<file path="src/rtl/alu_mc_if.sv">
// Handshake bundle for alu_mc: operand/op issue channel and result channel.
interface alu_mc_if #(
  parameter int unsigned WIDTH = 32
) ();
  logic             in_valid;
  logic             in_ready;
  logic [3:0]       in_op;
  logic [WIDTH-1:0] in_a;
  logic [WIDTH-1:0] in_b;
  logic             out_valid;
  logic             out_ready;
  logic [WIDTH-1:0] out_result;
  logic             out_err;

  // Issue side drives operands and consumes results.
  modport master (
    output in_valid, in_op, in_a, in_b, out_ready,
    input  in_ready, out_valid, out_result, out_err
  );

  // ALU side.
  modport slave (
    input  in_valid, in_op, in_a, in_b, out_ready,
    output in_ready, out_valid, out_result, out_err
  );
endinterface

</file>
<file path="src/rtl/alu_mc.sv">
// Multi-cycle ALU: single-cycle logic/arith/shift ops plus iterative
// shift-add multiply and restoring divide, behind valid/ready handshakes.
module alu_mc #(
  parameter int unsigned WIDTH = 32
) (
  input logic     clk,
  input logic     rst_n,
  alu_mc_if.slave bus
);
  localparam int unsigned SHW = $clog2(WIDTH);
  localparam logic [SHW-1:0] CntLast = SHW'(WIDTH - 1);

  localparam logic [3:0] OpAdd   = 4'h1;
  localparam logic [3:0] OpSub   = 4'h2;
  localparam logic [3:0] OpAnd   = 4'h3;
  localparam logic [3:0] OpOr    = 4'h4;
  localparam logic [3:0] OpXor   = 4'h5;
  localparam logic [3:0] OpNot   = 4'h6;
  localparam logic [3:0] OpSll   = 4'h7;
  localparam logic [3:0] OpSrl   = 4'h8;
  localparam logic [3:0] OpSra   = 4'h9;
  localparam logic [3:0] OpRol   = 4'hA;
  localparam logic [3:0] OpMul   = 4'hB;
  localparam logic [3:0] OpMulhu = 4'hC;
  localparam logic [3:0] OpDivu  = 4'hD;
  localparam logic [3:0] OpRemu  = 4'hE;

  typedef enum logic [1:0] {StIdle, StRun, StDone} state_e;

  state_e               state_q, state_d;
  logic [SHW-1:0]       cnt_q, cnt_d;
  logic [3:0]           op_q, op_d;
  logic [WIDTH-1:0]     opnd_q, opnd_d;   // multiplicand (mul) or divisor (div)
  logic [2*WIDTH-1:0]   acc_q, acc_d;     // {high, low} working accumulator
  logic [WIDTH-1:0]     result_q, result_d;
  logic                 err_q, err_d;

  logic                 accept;
  logic                 is_iter;
  logic [WIDTH:0]       mul_sum;
  logic [2*WIDTH-1:0]   mul_next;
  logic [WIDTH:0]       rem_sh;
  logic [WIDTH:0]       rem_diff;
  logic [2*WIDTH-1:0]   div_next;
  logic [2*WIDTH-1:0]   step_next;

  function automatic logic [WIDTH-1:0] single_op(input logic [3:0] op,
                                                 input logic [WIDTH-1:0] a,
                                                 input logic [WIDTH-1:0] b);
    logic [SHW-1:0]     sh;
    logic [2*WIDTH-1:0] dbl;
    logic [WIDTH-1:0]   res;
    sh  = b[SHW-1:0];
    // Rotate via the upper half of a doubled, left-shifted copy; amount 0 gives A.
    dbl = {a, a} << sh;
    res = '0;
    case (op)
      OpAdd:   res = a + b;
      OpSub:   res = a - b;
      OpAnd:   res = a & b;
      OpOr:    res = a | b;
      OpXor:   res = a ^ b;
      OpNot:   res = ~a;
      OpSll:   res = a << sh;
      OpSrl:   res = a >> sh;
      OpSra:   res = $signed(a) >>> sh;
      OpRol:   res = dbl[2*WIDTH-1:WIDTH];
      default: res = '0;
    endcase
    return res;
  endfunction

  assign accept  = bus.in_valid & bus.in_ready;
  assign is_iter = (bus.in_op >= OpMul) && (bus.in_op <= OpRemu);

  assign bus.in_ready   = rst_n & ((state_q == StIdle) | ((state_q == StDone) & bus.out_ready));
  assign bus.out_valid  = (state_q == StDone);
  assign bus.out_result = result_q;
  assign bus.out_err    = err_q;

  // One iteration of multiply (add multiplicand on LSB, shift right) or
  // restoring divide (shift left, trial-subtract divisor, shift in quotient bit).
  always_comb begin
    mul_sum   = {1'b0, acc_q[2*WIDTH-1:WIDTH]} + (acc_q[0] ? {1'b0, opnd_q} : '0);
    mul_next  = {mul_sum, acc_q[WIDTH-1:1]};
    rem_sh    = {acc_q[2*WIDTH-1:WIDTH], acc_q[WIDTH-1]};
    rem_diff  = rem_sh - {1'b0, opnd_q};
    div_next  = rem_diff[WIDTH] ? {rem_sh[WIDTH-1:0], acc_q[WIDTH-2:0], 1'b0}
                                : {rem_diff[WIDTH-1:0], acc_q[WIDTH-2:0], 1'b1};
    step_next = ((op_q == OpDivu) || (op_q == OpRemu)) ? div_next : mul_next;
  end

  // Next-state and datapath update for the IDLE/RUN/DONE controller.
  always_comb begin
    state_d  = state_q;
    cnt_d    = cnt_q;
    op_d     = op_q;
    opnd_d   = opnd_q;
    acc_d    = acc_q;
    result_d = result_q;
    err_d    = err_q;
    unique case (state_q)
      StIdle, StDone: begin
        if (state_q == StDone && bus.out_ready) state_d = StIdle;
        if (accept) begin
          op_d = bus.in_op;
          if (is_iter) begin
            state_d = StRun;
            cnt_d   = '0;
            if ((bus.in_op == OpDivu) || (bus.in_op == OpRemu)) begin
              acc_d  = {{WIDTH{1'b0}}, bus.in_a};
              opnd_d = bus.in_b;
            end else begin
              acc_d  = {{WIDTH{1'b0}}, bus.in_b};
              opnd_d = bus.in_a;
            end
          end else begin
            state_d  = StDone;
            result_d = single_op(bus.in_op, bus.in_a, bus.in_b);
            err_d    = (bus.in_op == 4'h0) || (bus.in_op == 4'hF);
          end
        end
      end
      StRun: begin
        acc_d = step_next;
        cnt_d = cnt_q + 1'b1;
        if (cnt_q == CntLast) begin
          state_d  = StDone;
          cnt_d    = '0;
          err_d    = 1'b0;
          // MULHU/REMU take the high half, MUL/DIVU the low half.
          result_d = ((op_q == OpMulhu) || (op_q == OpRemu)) ? step_next[2*WIDTH-1:WIDTH]
                                                             : step_next[WIDTH-1:0];
        end
      end
      default: state_d = StIdle;
    endcase
  end

  // State and datapath registers with synchronous active-low reset.
  always_ff @(posedge clk) begin
    if (!rst_n) begin
      state_q  <= StIdle;
      cnt_q    <= '0;
      op_q     <= '0;
      opnd_q   <= '0;
      acc_q    <= '0;
      result_q <= '0;
      err_q    <= 1'b0;
    end else begin
      state_q  <= state_d;
      cnt_q    <= cnt_d;
      op_q     <= op_d;
      opnd_q   <= opnd_d;
      acc_q    <= acc_d;
      result_q <= result_d;
      err_q    <= err_d;
    end
  end
endmodule
</file>
<file path="src/flat_wrapper.sv">
// flat-port wrapper written by rule: the top's interface ports become plain ports
module alu_mc_flat 
#(
  parameter int unsigned WIDTH = 32
)
  (clk, rst_n, bus_in_valid, bus_in_op, bus_in_a, bus_in_b, bus_out_ready, bus_in_ready, bus_out_valid, bus_out_result, bus_out_err);
  alu_mc_if #(.WIDTH(WIDTH)) bus_i ();
  input logic clk;
  input logic rst_n;
  input wire logic [$bits(bus_i.in_valid)-1:0] bus_in_valid;
  input wire logic [$bits(bus_i.in_op)-1:0] bus_in_op;
  input wire logic [$bits(bus_i.in_a)-1:0] bus_in_a;
  input wire logic [$bits(bus_i.in_b)-1:0] bus_in_b;
  input wire logic [$bits(bus_i.out_ready)-1:0] bus_out_ready;
  output wire logic [$bits(bus_i.in_ready)-1:0] bus_in_ready;
  output wire logic [$bits(bus_i.out_valid)-1:0] bus_out_valid;
  output wire logic [$bits(bus_i.out_result)-1:0] bus_out_result;
  output wire logic [$bits(bus_i.out_err)-1:0] bus_out_err;
  assign bus_i.in_valid = bus_in_valid;
  assign bus_i.in_op = bus_in_op;
  assign bus_i.in_a = bus_in_a;
  assign bus_i.in_b = bus_in_b;
  assign bus_i.out_ready = bus_out_ready;
  assign bus_in_ready = bus_i.in_ready;
  assign bus_out_valid = bus_i.out_valid;
  assign bus_out_result = bus_i.out_result;
  assign bus_out_err = bus_i.out_err;
  alu_mc #(.WIDTH(WIDTH)) u_core (.clk(clk), .rst_n(rst_n), .bus(bus_i));
endmodule
</file>
<file path="config.mk">
export PLATFORM = sky130hd
export DESIGN_NAME = alu_mc_flat
export DESIGN_NICKNAME = d
export VERILOG_FILES = /design/src/rtl/alu_mc_if.sv /design/src/rtl/alu_mc.sv /design/src/flat_wrapper.sv
export SDC_FILE = /design/constraint.sdc
export NUM_CORES = 1
export LEC_CHECK = 0
export BUFFER_PORTS_ARGS = -buffer_cell sky130_fd_sc_hd__buf_4
export CAP_MARGIN = 10
export CORE_AREA = 4 4 214 216
export CTS_CLUSTER_SIZE = 20
export DETAILED_ROUTE_END_ITERATION = 8
export DIE_AREA = 0 0 218 220
export PLACE_DENSITY_LB_ADDON = 0.05
export SYNTH_ARGS = -nofsm -noshare
export SYNTH_HDL_FRONTEND = slang
export SYNTH_SLANG_ARGS = --single-unit
</file>
<file path="constraint.sdc">
create_clock -name clk -period 8.7 [get_ports clk]
set_clock_uncertainty 0.15 [all_clocks]
set_input_delay 2.61 -clock clk [delete_from_list [all_inputs] [get_ports clk]]
set_output_delay 2.61 -clock clk [all_outputs]
set_load 0.01 [all_outputs]
</file>
* After elaboration in Yosys (flattened, before gate mapping)
Cells that the tools add are included.
Cells by class: add/sub/neg operators 5, order comparisons 2, eq/ne operators 24, shift operators 4, multiplexer cells 27, bitwise operators 8, reductions and logical operators 15
Operators by type and width (number):
- one-hot mux 32 bit (10 select lines) | 1
- 2-to-1 mux 64 bit | 4
- 2-to-1 mux 32 bit | 7
- one-hot mux 64 bit (2 select lines) | 1
- one-hot mux 32 bit (2 select lines) | 1
- << shifter 64 x 5 -> 64 bit | 1
- equality test 4 bit (second input constant) | 9
- adder 32 x 33 -> 33 bit | 1
- subtractor 33 x 32 -> 33 bit | 1
- adder 32 bit | 1
- AND 32 bit | 1
- inverter 32 bit | 1
- bitwise OR 32 bit | 1
- << shifter 32 x 5 -> 32 bit | 1
- >> shifter 32 x 5 -> 32 bit | 1
- >>> shifter 32 x 5 -> 32 bit | 1
- subtractor 32 bit | 1
- bitwise XOR 32 bit | 1
- equality test 4 x 3 -> 1 bit (second input constant) | 4
- 2-to-1 mux 5 bit | 3
- one-hot mux 5 bit (2 select lines) | 1
- equality test 4 x 2 -> 1 bit (second input constant) | 2
- 2-to-1 mux 2 bit | 4
- != test 2 x 1 -> 1 bit (second input constant) | 3
- 23 further kinds | 33
Storage, ports and cells: flip-flop bits (word level) 140, input bits 72, output and inout bits 35, word-level logic and storage cells 92

* Depth between registers and ports, before layout
depth in word-level cells 7, depth in mapped cells 22, gate-level depth less buffers 19

* Worst setup path after synthesis
No wires, ideal clock.
path type input to register, from input port bus_in_b[0], to register u_core.result_q[29] (netlist: u_core.bus.out_result[29]), setup time 116 ps, arrival 6817 ps, data required time 8434 ps, slack 1617 ps, stages 21, buffers on the path 4, cells stage by stage buf_2 buf_2 buf_2 inv_1 ha_1 nand2_1 nor3_1 nand2_1 or4_1 o41ai_1 xnor2_1 ha_1 clkbuf_1 a21o_1 a21oi_1 o21bai_1 a21o_1 a211oi_1 o221ai_1 o21a_1 a41o_1
Between the ends: longest elaborated chain between the ends 5, elaborated cells between the ends (all ways) 10, classes of those cells add/sub (2); shift (4); mux (4)
Ends and longest elaborated chain:
- start: declaration | line flat_wrapper.sv:13 | input wire logic [$bits(bus_i.in_b)-1:0] bus_in_b;
- subtractor 32 bit, or another cell as far along | line alu_mc.sv:59 | OpSub: res = a - b;
- one-hot mux 32 bit (10 select lines) (*) | line alu_mc.sv:57 | case (op)
- 2-to-1 mux 32 bit (*) | line alu_mc.sv:107 | if (is_iter) begin
- 2-to-1 mux 32 bit (*) | line alu_mc.sv:105 | if (accept) begin
- one-hot mux 32 bit (2 select lines) (*) | line alu_mc.sv:102 | unique case (state_q)
- end signal: assignment | line alu_mc.sv:156 | result_q <= result_d;
- end: declaration | line alu_mc.sv:35 | logic [WIDTH-1:0] result_q, result_d;
Mark *: on every way between the ends. The rest lies on a longest branch, timed or not. The select of a mux whose other input is x is not followed. A chain may end at the register's enable or synchronous reset.

* Worst setup path in the final report
from input port bus_in_b[1], to register u_core.result_q[29] (netlist: u_core.bus.out_result[29])
Same word-level chain as after synthesis.

==> flow_metrics.tcl <==
set metrics [dict create \
    hp-class "reg2reg" \
    clk_latency_ps 480 \
    cts_max_path_buffers 2 \
    synth.avg_cell_area_sq_um 7.41 \
    drcViolationCount 0 \
    synth_edf_count 0 \
    worst_pin_slew_ps 1160 \
    antenna_cells 0 \
    die_h_microns 220 \
    grtUsageTotal_pct 35.9 \
    grt_antenna_before_repair 2 \
    place_ws_ps 1070 \
    setup_viol 0 \
    p_per_area_mw_per_mm2 117 \
    synthFlopType "dfxtp_1" \
    root_buffer "clkbuf_16" \
    drt_iter0_drc 2412 \
    synth.distinct_cells 88 \
    path_clk_slew_ps 70 \
    crit_family "compound AO/OA/AOI/OAI gates" \
    end_kind "register" \
    dr.pass1.iters 6 \
    grt_max_degree 76 \
    setup-tns-final_ps 0 \
    worstSetupPathType "in2reg" \
    syn-instance-count 2629 \
    initial_core_util_pct 44.3 \
    grt_pass1_vias 19900 \
    final_core_util_pct 48.3 \
    slowest_delay_ps 550 \
    clock_sinks 140 \
    fin_crit_ps 7190 \
    yosysSeqAreaShare_pct 14.4 \
    cts_setup_buffers 0 \
    die_w_microns 218 \
    htree_levels 4 \
    ys_ff_latch 140 \
    crit_path_start_kind "input pin" \
    num_rows 77 \
    cp_data_required_time_ps 8920 \
    post_drt_via_cell_ratio 6.62 \
    grt_pass1_wl_mm 130 \
    ctsHoldBuffers 0 \
    leakage_nw 9.34 \
    setup_ws_ps 1510 \
    yosys_warnings 0 \
    synth_area_sq_mm 0.0195 \
    hold_viol_final 0 \
    fin_crit_sh_pct 82.6 \
    path_buf_inv 3 \
    drv_cap 0 \
    ant_nets 0 \
    core_sq_mm 0.0439 \
    cts_tree "built" \
    arrival_ps 7410 \
    layout-drive-gt1-share_pct 11.6 \
    syn-num-nets 2867 \
    relSlewSlack_pct 22.6 \
    gr-total-overflow 0 \
    r2r_slack_ps 3850 \
    fmax_ghz 0.139 \
    hpwl_mm 67.6 \
    area_growth_pct 8.91 \
    slowest_stage "or4_1" \
    drv_slew 0 \
    wirelength_mm 88.8 \
    finalNetCount 2820 \
    avgRoutedWirePerCell_microns 27.9 \
    die_area_sq_mm 0.0480 \
    ir_drop_v 0.000114 \
    numCtsBuffers 17 \
    finalWeightedCongestion 1.00 \
    pin_count 107 \
    post_cts_resized 0 \
    port_buffers 106 \
    dr_total_vias 21100 \
    status "complete, no violations" \
    async_flop_share_pct 0 \
    crit_chain "buf_4 > clkinv_1 > buf_4 > ha_1 > nand2_1 > nor3_1 > nand2_1 > or4_1 > o41ai_1 > xnor2_1 > ha_1 > a21o_1 > a21oi_1 > o21bai_1 > a21o_1 > a211oi_1 > o221ai_1 > o21a_1 > a41o_1" \
    rsz0062_at_grt "no" \
    critPathMaxFanout 28 \
]
[area by class of cell]
cell class | instances | area, sq um
flip-flops and latches | 140 | 2800
well taps | 592 | 741
clock inverters | 15 | 153
inverters | 120 | 450
repair buffers | 154 | 1180
fillers | 4435 | 22700
multi-input cells | 2149 | 15500
clock buffers | 17 | 425
[Yosys cell counts (35+ instances only)]
library cell / instances / share of area (%)
o211a_1: 54 / 2.8
a31oi_1: 35 / 1.1
and2_1: 46 / 1.5
xnor2_1: 75 / 3.4
a211oi_1: 39 / 1.5
o21ai_0: 194 / 5.0
inv_1: 116 / 2.2
nor3_1: 42 / 1.1
dfxtp_1: 140 / 14
o211ai_1: 62 / 2.4
clkbuf_1: 175 / 3.4
mux2i_1: 123 / 6.3
nand3_1: 61 / 1.6
mux4_2: 55 / 6.4
ha_1: 163 / 10
xor2_1: 35 / 1.6
a21o_1: 41 / 1.6
nand2_1: 257 / 5.0
a21oi_1: 200 / 5.1
nor2_1: 233 / 4.5
[final timing paths]
check / depth (start not counted) / endpoint / from
worst max-delay path: 19 / u_core.bus.out_result[29]$_SDFFE_PN0P_ / bus_in_b[1]
worst min-delay path: 2 / u_core.op_q[1]$_SDFFE_PN0P_ / u_core.op_q[1]$_SDFFE_PN0P_
worst max register to register: 15 / u_core.bus.out_result[15]$_SDFFE_PN0P_ / u_core.acc_q[31]$_SDFFE_PN0P_
worst min register to register: 2 / u_core.op_q[1]$_SDFFE_PN0P_ / u_core.op_q[1]$_SDFFE_PN0P_
[flip-flops by register name (all words and copies together) (netlist names)]
register               count
u_core.acc_q              64
u_core.bus.out_err         1
u_core.bus.out_result     32
u_core.cnt_q               5
u_core.op_q                4
u_core.opnd_q             32
u_core.state_q             2
[placed cells by master, fill, tap and decap left out, types with 19 or more instances in the layout]
master    Yosys  routed
inv_1       116     116
dfxtp_1     140     140
and3_1       19      19
mux2i_1     123     123
xnor2_1      75      74
a21boi_0     21      21
o21a_1       27      27
and2_1       46      46
nand2_1     257     256
a211oi_1     39      38
ha_1        163     163
nor3_1       42      41
buf_4         2     152
o211ai_1     62      62
or3_1        21      21
nand3_1      61      60
o31ai_1      19      19
a21oi_1     200     200
mux4_2       55      55
a31oi_1      35      35
nand4_1      23      23
nor2b_1      24      22
nor2_1      233     230
o22ai_1      29      29
o21ai_0     194     194
xor2_1       35      35
o211a_1      54      54
a21o_1       41      41
[metrics by stage]
step | area (sq um) | std cells | hold slack, ps | total power [mW]
after floorplan | 19500 | 2629 | 305 | 1.35
after global placement | 20600 | 3155 | 318 | 1.70
after detailed placement | 20600 | 3155 | 321 | 1.70
after CTS | 21200 | 3187 | 331 | 2.46
after global routing | 21200 | 3187 | 361 | 2.58
final | 21200 | 3187 | 330 | 2.48
[where the power goes]
group,switching [mW],internal (mW)
logic,0.654,0.373
registers,0.0259,0.667
clock network,0.358,0.403
total,1.04,1.44
[per-layer routing]
layer	GRT usage (%)	vias to the layer above	part of all wire [%]
li1	-	9637	-
met1	47.0	10300	42
met2	57.1	1000	45
met3	6.00	187	7.0
met4	18.1	4	5.4
met5	0	-	0.026
[logic make-up after synthesis]
logic type,share of synthesized area [%]
flops,14.4
mux,13.3
simple gates,18.9
buf+inv,6.69
fa+ha+maj,10.8
compound gates,30.8
xor+xnor,5.09
[worst reg2reg max path: stages (launching register included)]
cell	delay, ps
dfxtp_1	440
inv_1	120
ha_1	170
inv_1	50
fa_1	440
a211oi_1	400
o211a_1	370
nor3_1	110
o211ai_1	210
nand2_2	200
xor2_4	190
buf_4	420
mux2i_1	250
mux2i_1	130
a2111oi_0	990
nor2_1	60
No activity file was read; power rests on OpenSTA's default activity.
